**config.mk**
```make
export PLATFORM = sky130hd
export DESIGN_NAME = uart_mem_sequencer
export DESIGN_NICKNAME = d
export VERILOG_FILES = /design/src/rtl/uart_mem_sequencer_pkg.sv /design/src/rtl/uart_word_packer.sv /design/src/rtl/uart_mem_sequencer.sv
export SDC_FILE = /design/constraint.sdc
export NUM_CORES = 1
export LEC_CHECK = 0
export CORE_ASPECT_RATIO = 1.5
export CORE_MARGIN = 8
export CORE_UTILIZATION = 54
export CTS_BUF_LIST = sky130_fd_sc_hd__clkbuf_4
export DETAILED_ROUTE_END_ITERATION = 8
export PLACE_DENSITY_LB_ADDON = 0.08
export SETUP_SLACK_MARGIN = 0.4
export SYNTH_ARGS = -nofsm -noshare
export SYNTH_HDL_FRONTEND = slang
export SYNTH_SLANG_ARGS = --single-unit
```
**constraint.sdc**
```tcl
create_clock -name clk -period 3.65 [get_ports clk]
set_input_delay 0.73 -clock clk [delete_from_list [all_inputs] [get_ports clk]]
set_output_delay 0.73 -clock clk [all_outputs]
set_load 0.01 [all_outputs]
```
**src/rtl/uart_mem_sequencer_pkg.sv**
```systemverilog
// Shared command codes and FSM state type for the UART/memory sequencer.
// UART_MEM_CHECKSUM_EN adds the two checksum transmit states.
package uart_mem_sequencer_pkg;

    localparam logic [7:0] CMD_WRITE = 8'h57;
    localparam logic [7:0] CMD_READ  = 8'h52;

    typedef enum logic [2:0] {
        ST_IDLE,
        ST_LOAD,
        ST_RD_ADDR,
        ST_RD_WAIT,
        ST_TX_SEND,
        ST_TX_WAIT
`ifdef UART_MEM_CHECKSUM_EN
        ,
        ST_CK_SEND,
        ST_CK_WAIT
`endif
    } state_t;

endpackage

```
**src/rtl/uart_word_packer.sv**
```systemverilog
// Byte<->word shift buffer, LSB byte first; shared by the write-packing and
// read-unpacking paths of the sequencer.
module uart_word_packer #(
    parameter int WIDTH = 32
) (
    input  logic             i_clk,
    input  logic             i_rst_n,
    input  logic             i_clr,
    input  logic             i_push,
    input  logic [7:0]       i_byte,
    input  logic             i_load,
    input  logic [WIDTH-1:0] i_word,
    input  logic             i_shift,
    output logic [WIDTH-1:0] o_word,
    output logic [7:0]       o_next_byte,
    output logic             o_last
);

    localparam int BPW = WIDTH / 8;
    localparam int CW  = (BPW > 1) ? $clog2(BPW) : 1;
    localparam logic [CW-1:0] LAST_IDX = CW'(BPW - 1);

    logic [WIDTH-1:0] r_buf;
    logic [CW-1:0]    r_byte_cnt;
    logic [WIDTH-1:0] w_shifted;
    logic [WIDTH-1:0] w_ins;
    logic [CW-1:0]    w_cnt_inc;

    // Both directions shift right: pushed bytes enter at the top, so after
    // BPW pushes byte 0 sits in bits [7:0].
    assign w_shifted = r_buf >> 8;
    assign w_ins     = WIDTH'(i_byte) << (WIDTH - 8);
    assign w_cnt_inc = (r_byte_cnt == LAST_IDX) ? '0 : r_byte_cnt + 1'b1;

    always_ff @(posedge i_clk or negedge i_rst_n) begin
        if (!i_rst_n) begin
            r_buf      <= '0;
            r_byte_cnt <= '0;
        end else if (i_clr) begin
            r_buf      <= '0;
            r_byte_cnt <= '0;
        end else if (i_load) begin
            r_buf      <= i_word;
            r_byte_cnt <= '0;
        end else if (i_push) begin
            r_buf      <= w_shifted | w_ins;
            r_byte_cnt <= w_cnt_inc;
        end else if (i_shift) begin
            r_buf      <= w_shifted;
            r_byte_cnt <= w_cnt_inc;
        end
    end

    assign o_word      = r_buf;
    assign o_next_byte = w_shifted[7:0];
    assign o_last      = (r_byte_cnt == LAST_IDX);

endmodule

```
**src/rtl/uart_mem_sequencer.sv**
```systemverilog
// Command sequencer between UART RX/TX and a single-port word memory ('W' write, 'R' read).
// Optional UART_MEM_CHECKSUM_EN appends an XOR checksum/ack byte to each transaction.
module uart_mem_sequencer
    import uart_mem_sequencer_pkg::*;
#(
    parameter int WIDTH   = 32,
    parameter int DEPTH   = 8,
    parameter int N_WORDS = 8
) (
    input  logic             clk,
    input  logic             reset,
    input  logic [7:0]       rx_data,
    input  logic             rx_done,
    input  logic             tx_done,
    output logic             tx_start,
    output logic [7:0]       tx_data,
    output logic [DEPTH-1:0] mem_addr,
    output logic [WIDTH-1:0] mem_data,
    output logic             mem_wr_en,
    input  logic [WIDTH-1:0] mem_q,
    output logic             busy,
    output logic             done,
    output logic             cmd_err
);

    localparam logic [DEPTH:0] LAST_WORD = (DEPTH + 1)'(N_WORDS - 1);

    state_t           r_state;
    logic [DEPTH:0]   r_word_cnt;
    logic [DEPTH-1:0] r_mem_addr;
    logic             r_tx_start;
    logic [7:0]       r_tx_data;
    logic             r_wr_en;
    logic             r_done;
    logic             r_cmd_err;
`ifdef UART_MEM_CHECKSUM_EN
    logic [7:0]       r_xor;
`endif

    logic             w_pk_clr;
    logic             w_pk_push;
    logic             w_pk_load;
    logic             w_pk_shift;
    logic             w_pk_last;
    logic [WIDTH-1:0] w_pk_word;
    logic [7:0]       w_pk_next_byte;
    logic             w_last_word;
    logic [DEPTH:0]   w_word_inc;

    assign w_pk_clr    = (r_state == ST_IDLE) && rx_done && (rx_data == CMD_WRITE);
    assign w_pk_push   = (r_state == ST_LOAD) && rx_done;
    assign w_pk_load   = (r_state == ST_RD_WAIT);
    assign w_pk_shift  = (r_state == ST_TX_WAIT) && tx_done && !w_pk_last;
    assign w_last_word = (r_word_cnt == LAST_WORD);
    assign w_word_inc  = r_word_cnt + 1'b1;

    uart_word_packer #(
        .WIDTH(WIDTH)
    ) u_packer (
        .i_clk       (clk),
        .i_rst_n     (reset),
        .i_clr       (w_pk_clr),
        .i_push      (w_pk_push),
        .i_byte      (rx_data),
        .i_load      (w_pk_load),
        .i_word      (mem_q),
        .i_shift     (w_pk_shift),
        .o_word      (w_pk_word),
        .o_next_byte (w_pk_next_byte),
        .o_last      (w_pk_last)
    );

    always_ff @(posedge clk or negedge reset) begin
        if (!reset) begin
            r_state    <= ST_IDLE;
            r_word_cnt <= '0;
            r_mem_addr <= '0;
            r_tx_start <= 1'b0;
            r_tx_data  <= '0;
            r_wr_en    <= 1'b0;
            r_done     <= 1'b0;
            r_cmd_err  <= 1'b0;
`ifdef UART_MEM_CHECKSUM_EN
            r_xor      <= '0;
`endif
        end else begin
            r_tx_start <= 1'b0;
            r_wr_en    <= 1'b0;
            r_done     <= 1'b0;
            r_cmd_err  <= 1'b0;
            case (r_state)
                ST_IDLE: begin
                    if (rx_done) begin
`ifdef UART_MEM_CHECKSUM_EN
                        r_xor <= '0;
`endif
                        if (rx_data == CMD_WRITE) begin
                            r_state    <= ST_LOAD;
                            r_word_cnt <= '0;
                        end else if (rx_data == CMD_READ) begin
                            r_state    <= ST_RD_ADDR;
                            r_word_cnt <= '0;
                            r_mem_addr <= '0;
                        end else begin
                            r_cmd_err <= 1'b1;
                        end
                    end
                end
                ST_LOAD: begin
                    if (rx_done) begin
`ifdef UART_MEM_CHECKSUM_EN
                        r_xor <= r_xor ^ rx_data;
`endif
                        // Write strobe lands the cycle after the last byte; the
                        // packer is free to accept byte 0 of the next word then.
                        if (w_pk_last) begin
                            r_wr_en    <= 1'b1;
                            r_mem_addr <= r_word_cnt[DEPTH-1:0];
                            r_word_cnt <= w_word_inc;
                            if (w_last_word) begin
`ifdef UART_MEM_CHECKSUM_EN
                                r_state    <= ST_CK_SEND;
                                r_tx_start <= 1'b1;
                                r_tx_data  <= r_xor ^ rx_data;
`else
                                r_state <= ST_IDLE;
                                r_done  <= 1'b1;
`endif
                            end
                        end
                    end
                end
                ST_RD_ADDR: r_state <= ST_RD_WAIT;
                ST_RD_WAIT: begin
                    r_state    <= ST_TX_SEND;
                    r_tx_start <= 1'b1;
                    r_tx_data  <= mem_q[7:0];
                end
                ST_TX_SEND: r_state <= ST_TX_WAIT;
                ST_TX_WAIT: begin
                    if (tx_done) begin
`ifdef UART_MEM_CHECKSUM_EN
                        r_xor <= r_xor ^ r_tx_data;
`endif
                        if (!w_pk_last) begin
                            r_state    <= ST_TX_SEND;
                            r_tx_start <= 1'b1;
                            r_tx_data  <= w_pk_next_byte;
                        end else if (!w_last_word) begin
                            r_state    <= ST_RD_ADDR;
                            r_word_cnt <= w_word_inc;
                            r_mem_addr <= w_word_inc[DEPTH-1:0];
                        end else begin
`ifdef UART_MEM_CHECKSUM_EN
                            r_state    <= ST_CK_SEND;
                            r_tx_start <= 1'b1;
                            r_tx_data  <= r_xor ^ r_tx_data;
`else
                            r_state <= ST_IDLE;
                            r_done  <= 1'b1;
`endif
                        end
                    end
                end
`ifdef UART_MEM_CHECKSUM_EN
                ST_CK_SEND: r_state <= ST_CK_WAIT;
                ST_CK_WAIT: begin
                    if (tx_done) begin
                        r_state <= ST_IDLE;
                        r_done  <= 1'b1;
                    end
                end
`endif
                default: r_state <= ST_IDLE;
            endcase
        end
    end

    assign tx_start  = r_tx_start;
    assign tx_data   = r_tx_data;
    assign mem_addr  = r_mem_addr;
    assign mem_data  = w_pk_word;
    assign mem_wr_en = r_wr_en;
    assign busy      = (r_state != ST_IDLE);
    assign done      = r_done;
    assign cmd_err   = r_cmd_err;

endmodule

```
==> reports/qor.yml, run 1 <==
synth-edff-count: 0
clock_skew_ps: 8.21
r2r_end: "r_word_cnt[2]$_DFFE_PN0P_"
layout.nets: 477
place_hpwl_um: 7350
ys.warnings.count: 0
combPwrFrac: 0.193
fin_crit_sh: 0.782
clkTransAtPathRegs_ps: 120
crit_path_end: "busy"
switching_power_mw: 0.460
min_period_ps: 2850
post_drt_via_cell_ratio: 5.92
critPathSlowestCell: "dfrtp_1"
drc_errors: 0
worstSetupEndpointType: "output pin"
hold_buffers: 0
cts_tree: "built"
worstPathArrival_ps: 2120
numClockSinks: 66
area_growth_pct: 30.6
yosysSeqAreaShare: 0.468
vdd_ir_drop_max_uv: 299
reg2reg_depth: 5
layout-drive-gt1-share: 0.0986
antenna_found_initial: 0
crit_path_start_kind: "flip-flop"
grt_max_degree: 50
setup_viol: 0
maxCapViolCount: 0
startpoint: "r_state[1]$_DFFE_PN0P_"
start_util: 0.551
wl_um: 9940
max_freq_mhz: 350
die_width_um: 82.0
r2r_setup_slack_ps: 1230
setup_tns_ps: 0
max_slew_margin: 0.295
rows: 36
rr_startpoint: "r_state[1]$_DFFE_PN0P_"
clock_latency_ps: 430
antenna_left: 0
total_power_mw: 1.63
hold_ws_ps: 416
crit_type: "flip-flop to output pin"
grt_pass1_wl_um: 15400
routedWlPerCell_um: 19.4
final_cell_mix: "clkdlybuf4s50_1, dfrtp_1, nor2_1"
synthCells: 345
worst_pin_slew_ps: 1060
grt_overflow: 0
synth_area_per_cell_um2: 10.2
cp_top_family: "buffers and inverters"
cts_setup_buffers: 0
synth-async-reset-ratio: 1.00
netSwitchingFraction: 0.282
synth-seq-cells: 66
cp_slowest_stage_delay_ps: 540
crit_buf_inv: 2
hold_class: "primary input to asynchronous set/reset pin"
crit_cells: 3
critPathRequiredTime_ps: 2920
via_count: 3030
htreeDepth: 3
die-area_mm2: 0.00942
drt-pass1-iter-count: 5
fp.coreArea_mm2: 0.00640
grt_usage: 0.215
port_buffers: 96
rsz0062_at_grt: "no"
syn_nets: 391
yosys_most_used_dff: "dfrtp_1"
p_per_area_mw_per_mm2: 355
seqPwrFrac: 0.508
status: "finished, final reports clean"
syn_area_mm2: 0.00353
final_common_cell: "clkdlybuf4s50_1"
slew_violations: 0
drt_iter0_drc: 250
io_pins: 97
crit_fanout: 12
hold_viol_final: 0
die_h_um: 115
diodes: 0
crit_path_cell_trace: "nor3_1, inv_1, clkdlybuf4s50_1"
cts.path.max_buffers: 2
grt_pass1_vias: 2962
numCtsBuffers: 9
p_int_mw: 1.17
gp_congestion: 0.872
ctsResizeCount: 0
yosys.cell_types.count: 50
cts_root_buf: "clkbuf_4"
leakagePower_nw: 1.95
clkPwrFrac: 0.299
## power groups by stage
stage                     clock, mW  combinational, mW  sequential (mW)
after floorplan                   0              0.103            0.859
after global placement            0              0.313            0.843
after detailed placement          0              0.320            0.846
after CTS                     0.502              0.321            0.831
after global routing          0.527              0.344            0.838
final                         0.488              0.316            0.830
## cells by family after synthesis
kind of cell | Yosys count | share of synthesized area
multiplexers | 33 | 0.0937
buffers and inverters | 35 | 0.0543
adder cells (fa/ha/maj) | 2 | 0.00710
XOR/XNOR | 8 | 0.0199
flip-flops | 66 | 0.468
AND/OR/NAND/NOR | 116 | 0.167
AO/OA/AOI/OAI | 85 | 0.189
## worst min-delay path by stage
stage	slack (ps)	from	depth (start not counted)	end
global placement	460	mem_addr[3]$_DFFE_PN0P_	2	mem_addr[3]$_DFFE_PN0P_
floorplan	430	reset	0	cmd_err$_DFF_PN0_
CTS	420	reset	1	u_packer.o_word[0]$_DFFE_PN0P_
finish	420	reset	1	tx_data[1]$_DFFE_PN0P_
detailed placement	470	mem_addr[3]$_DFFE_PN0P_	2	mem_addr[3]$_DFFE_PN0P_
global route	460	reset	1	u_packer.o_word[19]$_DFFE_PN0P_
## flip-flops by register name, indices dropped and copies added (netlist names)
signal,cells
r_state,3
mem_wr_en,1
u_packer.o_word,32
done,1
r_word_cnt,9
u_packer.r_byte_cnt,2
cmd_err,1
mem_addr,8
tx_data,8
tx_start,1
## final cells by class
cell class / count / area (um^2)
inverters: 6 / 22.5
clock buffers: 9 / 67.6
clock inverters: 7 / 70.1
well taps: 76 / 95.1
fillers: 506 / 1790
flip-flops and latches: 66 / 1650
repair buffers: 104 / 1020
multi-input cells: 244 / 1680
## synth_stat cells, types with 6 or more instances
library cell,n,area (um^2)
mux2i_1,33,330
o21ai_0,6,30.0
a222oi_1,8,80.1
nand2_1,19,71.3
a21oi_1,11,55.1
nor3_1,7,35.0
nor2_1,52,195
buf_2,17,85.1
a211oi_1,25,188
o31ai_1,16,120
xor2_1,7,61.3
dfrtp_1,66,1650
inv_1,6,22.5
nand2b_1,6,37.5
## worst register-to-register path, cell delays in order (launching register included)
cell,delay [ps]
dfrtp_1,540
nor3_1,470
inv_1,170
o21ai_2,560
or2_1,410
o31ai_1,120
## routing by layer
| metal | wire length [um] | vias up | track usage |
|---|---|---|---|
| li1 | - | 1442 | - |
| met1 | 3660 | 1470 | 0.241 |
| met2 | 5340 | 103 | 0.366 |
| met3 | 673 | 15 | 0.0603 |
| met4 | 269 | 0 | 0.0965 |
| met5 | 0 | - | 0 |
## per-stage QoR
step | cell area (um^2) | util | setup slack [ps] | std cells
4_1_cts | 4610 | 0.720 | 734 | 512
5_1_grt | 4610 | 0.720 | 670 | 512
6_report | 4610 | 0.720 | 797 | 512
2_1_floorplan | 3530 | - | 1640 | 345
3_3_place_gp | 4470 | 0.699 | 957 | 496
3_5_place_dp | 4470 | 0.699 | 885 | 496
Note: power is estimated with default switching activity, not from simulation.
==> inputs of run 2 (changes only) <==
--- a/config.mk
+++ b/config.mk
@@ -7,7 +7,7 @@
 export LEC_CHECK = 0
 export CORE_ASPECT_RATIO = 1.5
 export CORE_MARGIN = 8
-export CORE_UTILIZATION = 54
+export CORE_UTILIZATION = 45
 export CTS_BUF_LIST = sky130_fd_sc_hd__clkbuf_4
 export DETAILED_ROUTE_END_ITERATION = 8
 export PLACE_DENSITY_LB_ADDON = 0.08
==> constraint.sdc (replaced) <==
create_clock -name clk -period 2.41 [get_ports clk]
set_input_delay 0.482 -clock clk [delete_from_list [all_inputs] [get_ports clk]]
set_output_delay 0.482 -clock clk [all_outputs]
set_load 0.01 [all_outputs]
==> run 2 against run 1 <==
  * Sequential power increased by 52%
  * Hold slack got worse by 370 ps
  * Core utilization decreased by 8.5 points
  * Count of clock-buffer cells in the layout increased by 2
  * Setup slack got worse by 350 ps
  * Critical path type is now flip-flop to flip-flop
  * Critical endpoint is now u_packer.r_byte_cnt[0]$_DFFE_PN0P_
  * Largest cell class unchanged
  * Highest routed layer unchanged
==> reports/qor.yml, run 2 (same netlist as run 1, synthesis figures left out) <==
status: "finished, final reports clean"
crit_type: "flip-flop to flip-flop"
vdd_ir_drop_max_uv: 290  # -2.8%
max_slew_margin: 0.624  # +0.329
crit_cells: 7  # +4
drt_iter0_drc: 173  # -31%
setup_tns_ps: 0  # unchanged
via_count: 3092  # +2.0%
worstSetupEndpointType: "flip-flop"
fin_crit_sh: 0.815
grt_max_degree: 50  # unchanged
final_cell_mix: "clkdlybuf4s50_1, dfrtp_1, nor2_1"
io_pins: 97  # unchanged
cts_tree: "built"
die_width_um: 88.3  # +7.7%
worst_pin_slew_ps: 564  # -494 ps
switching_power_mw: 0.664  # +44%
numClockSinks: 66  # unchanged
leakagePower_nw: 2.03  # +4.2%
crit_buf_inv: 3  # +1
drt-pass1-iter-count: 4  # -1
netSwitchingFraction: 0.281  # -0.000344
antenna_left: 0  # unchanged
r2r_setup_slack_ps: 450  # -780 ps
routedWlPerCell_um: 18.9  # -2.8%
cts_root_buf: "clkbuf_4"
crit_path_start_kind: "flip-flop"
antenna_found_initial: 0  # unchanged
htreeDepth: 3  # unchanged
area_growth_pct: 37.1
numCtsBuffers: 9  # unchanged
grt_pass1_vias: 3097  # +4.6%
clkTransAtPathRegs_ps: 110  # about the same
p_int_mw: 1.70  # +45%
reg2reg_depth: 7  # +2
rr_startpoint: "r_state[1]$_DFFE_PN0P_"
post_drt_via_cell_ratio: 5.60  # -5.3%
min_period_ps: 1960
grt_usage: 0.194  # -0.0215
crit_path_cell_trace: "buf_4, buf_4, nor2b_4, and2_1, buf_12, or4_1, a21oi_1"
final_common_cell: "clkdlybuf4s50_1"
die-area_mm2: 0.0110  # +17%
seqPwrFrac: 0.532  # +0.024
setup_ws_ps: 446  # -351 ps
rows: 39  # +8.3%
wl_um: 10400  # +4.8%
critPathSlowestCell: "or4_1"
worstPathArrival_ps: 2310  # +190 ps
p_per_area_mw_per_mm2: 489  # +38%
diodes: 0  # unchanged
cp_slowest_stage_delay_ps: 480  # -60 ps
clkPwrFrac: 0.257  # -0.042
start_util: 0.463  # -0.0881
largest_reg_flops: 32  # unchanged
place_worst_setup_slack_ps: 84.3  # -800 ps
cp_top_family: "simple AND/OR/NAND/NOR gates"
cpMostUsedCell: "buf_4"
clock_skew_ps: 12.1  # +3.90 ps
hold_class: "primary input to asynchronous set/reset pin"
drc_errors: 0  # unchanged
clock_latency_ps: 420  # about the same
fp.coreArea_mm2: 0.00761  # +19%
r2r_end: "u_packer.r_byte_cnt[0]$_DFFE_PN0P_"
port_buffers: 96  # unchanged
slew_violations: 0  # unchanged
setup_viol: 0  # unchanged
hold_viol_final: 0  # unchanged
combPwrFrac: 0.210  # +0.017
gp_congestion: 0.836  # -4.1%
layout-drive-gt1-share: 0.153  # +0.0547
rsz0062_at_grt: "yes"
crit_fanout: 26  # +14
place_hpwl_um: 7610  # +3.5%
grt_pass1_wl_um: 16400  # +6.3%
layout.nets: 491  # +2.9%
finalCoreUtilization: 0.635  # -0.0851
max_freq_mhz: 509
critPathRequiredTime_ps: 2750  # -170 ps
die_h_um: 124  # +8.2%
maxCapViolCount: 0  # unchanged
grt_overflow: 0  # unchanged
cts.path.max_buffers: 2  # unchanged
[run 2: metal layers]
layer,vias to the layer above,track usage,share of wire
li1,1469,-,-
met1,1524,0.205,0.37
met2,83,0.343,0.55
met3,16,0.0509,0.060
met4,0,0.0841,0.024
met5,-,0,0
[run 2: timing repair]
action,4_1_cts,5_1_grt
pin swaps,0,2
endpoints found under the setup margin,17,31
setup buffers,3,0
gates cloned,0,1
gates resized for setup,6,13
endpoints found under the hold margin,0,0
hold buffers,0,0
[run 2: worst max path at each step]
stage / from / to / slack [ps]
final: r_state[1]$_DFFE_PN0P_ / u_packer.r_byte_cnt[0]$_DFFE_PN0P_ / 450
after global routing: r_state[1]$_DFFE_PN0P_ / busy / 360
after CTS: r_state[0]$_DFFE_PN0P_ / tx_data[7]$_DFFE_PN0P_ / 400
after detailed placement: rx_data[5] / r_word_cnt[5]$_DFFE_PN0P_ / 80
after global placement: rx_data[5] / r_word_cnt[5]$_DFFE_PN0P_ / 150
after floorplan: rx_data[5] / r_word_cnt[6]$_DFFE_PN0P_ / 650
[run 2: metrics by stage]
step / hold slack, ps / area [um^2] / total power, mW / instances
after global routing: 33.2 / 4830 / 2.49 / 552
final: 43.5 / 4830 / 2.36 / 552
after CTS: 25.9 / 4760 / 2.39 / 551
after floorplan: 186 / 3530 / 1.46 / 345
after global placement: 464 / 4630 / 1.77 / 532
after detailed placement: 467 / 4630 / 1.78 / 532
[run 2: area by class of cell]
cell class / count / area, um^2
clock buffers: 11 / 82.6
clock inverters: 5 / 21.3
fillers: 676 / 2780
inverters: 6 / 22.5
multi-input cells: 244 / 1740
flip-flops and latches: 66 / 1660
well taps: 102 / 128
repair buffers: 118 / 1190
[run 2: power groups by stage]
stage / clock, mW / combinational [mW] / sequential [mW]
3_5_place_dp: 0 / 0.495 / 1.28
4_1_cts: 0.634 / 0.501 / 1.26
5_1_grt: 0.686 / 0.539 / 1.27
3_3_place_gp: 0 / 0.486 / 1.28
6_report: 0.608 / 0.497 / 1.26
2_1_floorplan: 0 / 0.156 / 1.30
==> inputs of run 3 (changes only) <==
--- a/config.mk
+++ b/config.mk
@@ -7,7 +7,7 @@
 export LEC_CHECK = 0
 export CORE_ASPECT_RATIO = 1.5
 export CORE_MARGIN = 8
-export CORE_UTILIZATION = 45
+export CORE_UTILIZATION = 50
 export CTS_BUF_LIST = sky130_fd_sc_hd__clkbuf_4
 export DETAILED_ROUTE_END_ITERATION = 8
 export PLACE_DENSITY_LB_ADDON = 0.08
==> constraint.sdc (replaced) <==
create_clock -name clk -period 1.9 [get_ports clk]
set_input_delay 0.38 -clock clk [delete_from_list [all_inputs] [get_ports clk]]
set_output_delay 0.38 -clock clk [all_outputs]
set_load 0.01 [all_outputs]
==> run 3 against run 2 <==
  * The run now fails in 5_1_grt
  * Synthesized cell count unchanged
  * Synthesized area unchanged
==> reports/qor.yml, run 3 <==
yosys.cell_types.count: 50  # unchanged
start_util: 0.515  # +0.0514
worstEndpointType: "register data pin"
die_h_um: 119  # -4.5%
synthCells: 345  # unchanged
yosys_most_used_dff: "dfrtp_1"
gp_congestion: 0.847  # +1.3%
synthTopCellsByCount: "dfrtp_1, nor2_1, mux2i_1"
antenna_found_initial: 1
synth_area_per_cell_um2: 10.2  # unchanged
grt_usage: 0.795
synth-async-reset-ratio: 1.00  # unchanged
syn_nets: 391  # unchanged
die_width_um: 84.6  # -4.2%
yosys.area.top_type: "dfrtp_1"
cts_root_buf: "clkbuf_4"
synth_area_leaders: "dfrtp_1, mux2i_1, nor2_1, a211oi_1, o31ai_1"
yosysSeqAreaShare: 0.468  # unchanged
synth_most_common_cell: "dfrtp_1"
numCtsBuffers: 9  # unchanged
failed_stage: "5_1_grt"
first-error: "[ERROR GRT-0232] Routing congestion too high. Check the congestion heatmap in the GUI."
io_pins: 97  # unchanged
cts.path.max_buffers: 2  # unchanged
rows: 37  # -5.1%
synth-edff-count: 0  # unchanged
syn_area_mm2: 0.00353  # unchanged
port_buffers: 96  # unchanged
ys.warnings.count: 0  # unchanged
synth_top_cell_area_share: 0.468  # unchanged
place_hpwl_um: 7930  # +4.3%
grt_max_degree: 28
grt_overflow: 314
htreeDepth: 3  # unchanged
post-place-cells: 534  # +0.38%
status: "aborted with a tool error"
numClockSinks: 66  # unchanged
crit_endpoint: "r_word_cnt[6]$_DFFE_PN0P_/D"
synth-seq-cells: 66  # unchanged
run 3: per-stage QoR:
step                      TNS (ps)  utilization  instance area [um^2]  hold slack [ps]  setup slack (ps)
after detailed placement     -8970        0.710                  4870              354              -288
after global placement       -6960        0.710                  4870              345              -253
after floorplan                  0            -                  3590             84.4               247
after CTS                        0        0.904                  6190              411               115
run 3: cell families after synthesis:
kind of cell | share of synthesized area
flip-flops | 0.468
AND/OR/NAND/NOR | 0.167
multiplexers | 0.0937
AO/OA/AOI/OAI | 0.189
buffers and inverters | 0.0543
XOR/XNOR | 0.0199
adder cells (fa/ha/maj) | 0.00710
run 3: repair_timing:
| action | CTS |
|---|---|
| gates cloned | 12 |
| pin swaps | 38 |
| setup endpoints to repair | 117 |
| hold buffers | 1 |
| resized for setup | 213 |
| hold endpoints to repair | 16 |
| setup buffers | 52 |
run 3: routing by layer:
layer	track usage	GRT overflow
met2	0.985	199
met4	0.899	109
met1	0.747	4
met5	0.0707	0
met3	0.642	2
==> inputs of run 4 (changes only) <==
==> config.mk (replaced) <==
export PLATFORM = sky130hd
export DESIGN_NAME = uart_mem_sequencer
export DESIGN_NICKNAME = d
export VERILOG_FILES = /design/src/rtl/uart_mem_sequencer_pkg.sv /design/src/rtl/uart_word_packer.sv /design/src/rtl/uart_mem_sequencer.sv
export SDC_FILE = /design/constraint.sdc
export NUM_CORES = 1
export LEC_CHECK = 0
export CORE_MARGIN = 8
export CORE_UTILIZATION = 40
export DETAILED_ROUTE_END_ITERATION = 8
export PLACE_DENSITY_LB_ADDON = 0.15
export SYNTH_ARGS = -nofsm -noshare
export SYNTH_HDL_FRONTEND = slang
export SYNTH_SLANG_ARGS = --single-unit
==> run 4 against run 3 <==
  * The run now ends clean
==> reports/qor.yml, run 4 (same netlist as run 1, synthesis figures left out) <==
antenna_found_initial: 0
max_freq_mhz: 550
hold_class: "primary input to asynchronous set/reset pin"
setup_tns_ps: 0
die-area_mm2: 0.0121
status: "finished, final reports clean"
io_pins: 97  # unchanged
gp_congestion: 0.866  # +2.3%
crit_type: "primary input to flip-flop"
grt_pass1_vias: 2990
cp_slowest_stage_delay_ps: 440
grt_overflow: 0
numClockSinks: 66  # unchanged
use_met2: 0.246
numCtsBuffers: 9  # unchanged
dpl_cell_area_mm2: 0.00476  # -2.1%
worst_pin_slew_ps: 374
layout.nets: 502
min_period_ps: 1820
start_util: 0.408  # -0.106
cts_root_buf: "clkbuf_8"
post_drt_via_cell_ratio: 5.47
grtUsageMet3: 0.0369
cts.path.max_buffers: 2  # unchanged
nFillCells: 804
rows: 34  # -8.1%
final_common_cell: "clkdlybuf4s50_1"
die_width_um: 110  # +30%
startpoint: "rx_data[3]"
cts_tree: "built"
crit_path_cell_trace: "clkdlybuf4s50_1, nand4bb_4, nor3_2, o21ai_2, buf_4, nor4b_1, o22a_1"
drc_errors: 0
drt-pass1-iter-count: 4
fp.coreArea_mm2: 0.00864
crit_buf_inv: 2
htreeDepth: 3  # unchanged
grt_usage: 0.167
final_cell_mix: "clkdlybuf4s50_1, dfrtp_1, nor2_1"
worstSetupEndpointType: "flip-flop"
clock_latency_ps: 340
critPathRequiredTime_ps: 2180
port_buffers: 96  # unchanged
via_count: 3110
routedWlPerCell_um: 17.8
place_hpwl_um: 7260  # -8.4%
fin_area_mm2: 0.00502
layout-drive-gt1-share: 0.180
rr_startpoint: "r_state[0]$_DFFE_PN0P_"
wl_um: 10100
area_growth_pct: 42.5
clock_skew_ps: 9.55
grt_max_degree: 67
worstPathArrival_ps: 2100
setup_viol: 0
crit_path_start_kind: "primary input"
seq_area_mm2: 0.00166
vdd_ir_drop_max_uv: 309
cp_top_family: "simple AND/OR/NAND/NOR gates"
drt_iter0_drc: 177
p_per_area_mw_per_mm2: 671
critPathSlowestCell: "clkdlybuf4s50_1"
slew_violations: 0
grt_pass1_wl_um: 15700
total_power_mw: 3.37
antenna_left: 0
die_h_um: 110  # -7.5%
maxCapViolCount: 0
hold_viol_final: 0
multi_input_area_mm2: 0.00174
largest_reg_flops: 32
fin_crit_sh: 0.957
grtUsageMet1: 0.235
leakagePower_nw: 2.13
clkTransAtPathRegs_ps: 80
r2r_setup_slack_ps: 140
max_slew_margin: 0.750
crit_fanout: 12
diodes: 0
top_usage_layer: "met2"
==> run 4: worst reg2reg max path, stage by stage (launching register included) <==
cell and delay [ps]:
dfrtp_2 460, nor2b_2 210, a31oi_2 250, o21ai_2 100, buf_4 190, nor4b_1 300
o22a_1 200
==> run 4: layout make-up <==
| class | instances | area share |
|---|---|---|
| Multi-Input combinational cell | 244 | 0.346 |
| Sequential cell | 66 | 0.329 |
| Timing Repair Buffer | 129 | 0.255 |
| Clock buffer | 11 | 0.0301 |
| Tap cell | 108 | 0.0269 |
| Clock inverter | 5 | 0.00772 |
| Inverter | 6 | 0.00448 |
==> run 4: final timing paths <==
| path | end | depth (start not counted) |
|---|---|---|
| setup / recovery | r_word_cnt[7]$_DFFE_PN0P_ | 7 |
| max in group asynchronous | r_state[0]$_DFFE_PN0P_ | 2 |
| hold reg to reg | mem_addr[1]$_DFFE_PN0P_ | 2 |
| hold / removal | tx_data[2]$_DFFE_PN0P_ | 2 |
| min in group clk | mem_addr[1]$_DFFE_PN0P_ | 2 |
| setup reg to reg | r_word_cnt[7]$_DFFE_PN0P_ | 6 |
==> run 4: report_power, final <==
part	switching [mW]	leakage, nW	internal (mW)
sequential	0.0888	0.900	1.51
combinational	0.261	1.14	0.372
clock	0.593	0.0955	0.550
total	0.943	2.13	2.43
==> run 4: timing repair <==
item | CTS | global route
buffers inserted | 1 | 0
endpoints found under the setup margin | 1 | 22
hold buffers | 0 | 0
pin swaps | 0 | 3
gates resized for setup | 6 | 13
==> run 4: metal layers <==
layer  share of wire  up-vias
met5               0        -
met4          0.0096        0
met3           0.075        8
met2            0.47       93
met1            0.45     1516
li1                -     1493
==> run 4: through the flow <==
step | instances | worst slack (ps) | hold slack [ps] | util
2_1_floorplan | 345 | 146 | 84.4 | -
3_3_place_gp | 552 | -267 | 430 | 0.552
3_5_place_dp | 552 | -341 | 432 | 0.552
4_1_cts | 569 | 16.8 | 58.6 | 0.576
5_1_grt | 569 | -1.07 | 77.0 | 0.582
6_report | 569 | 81.5 | 40.2 | 0.582
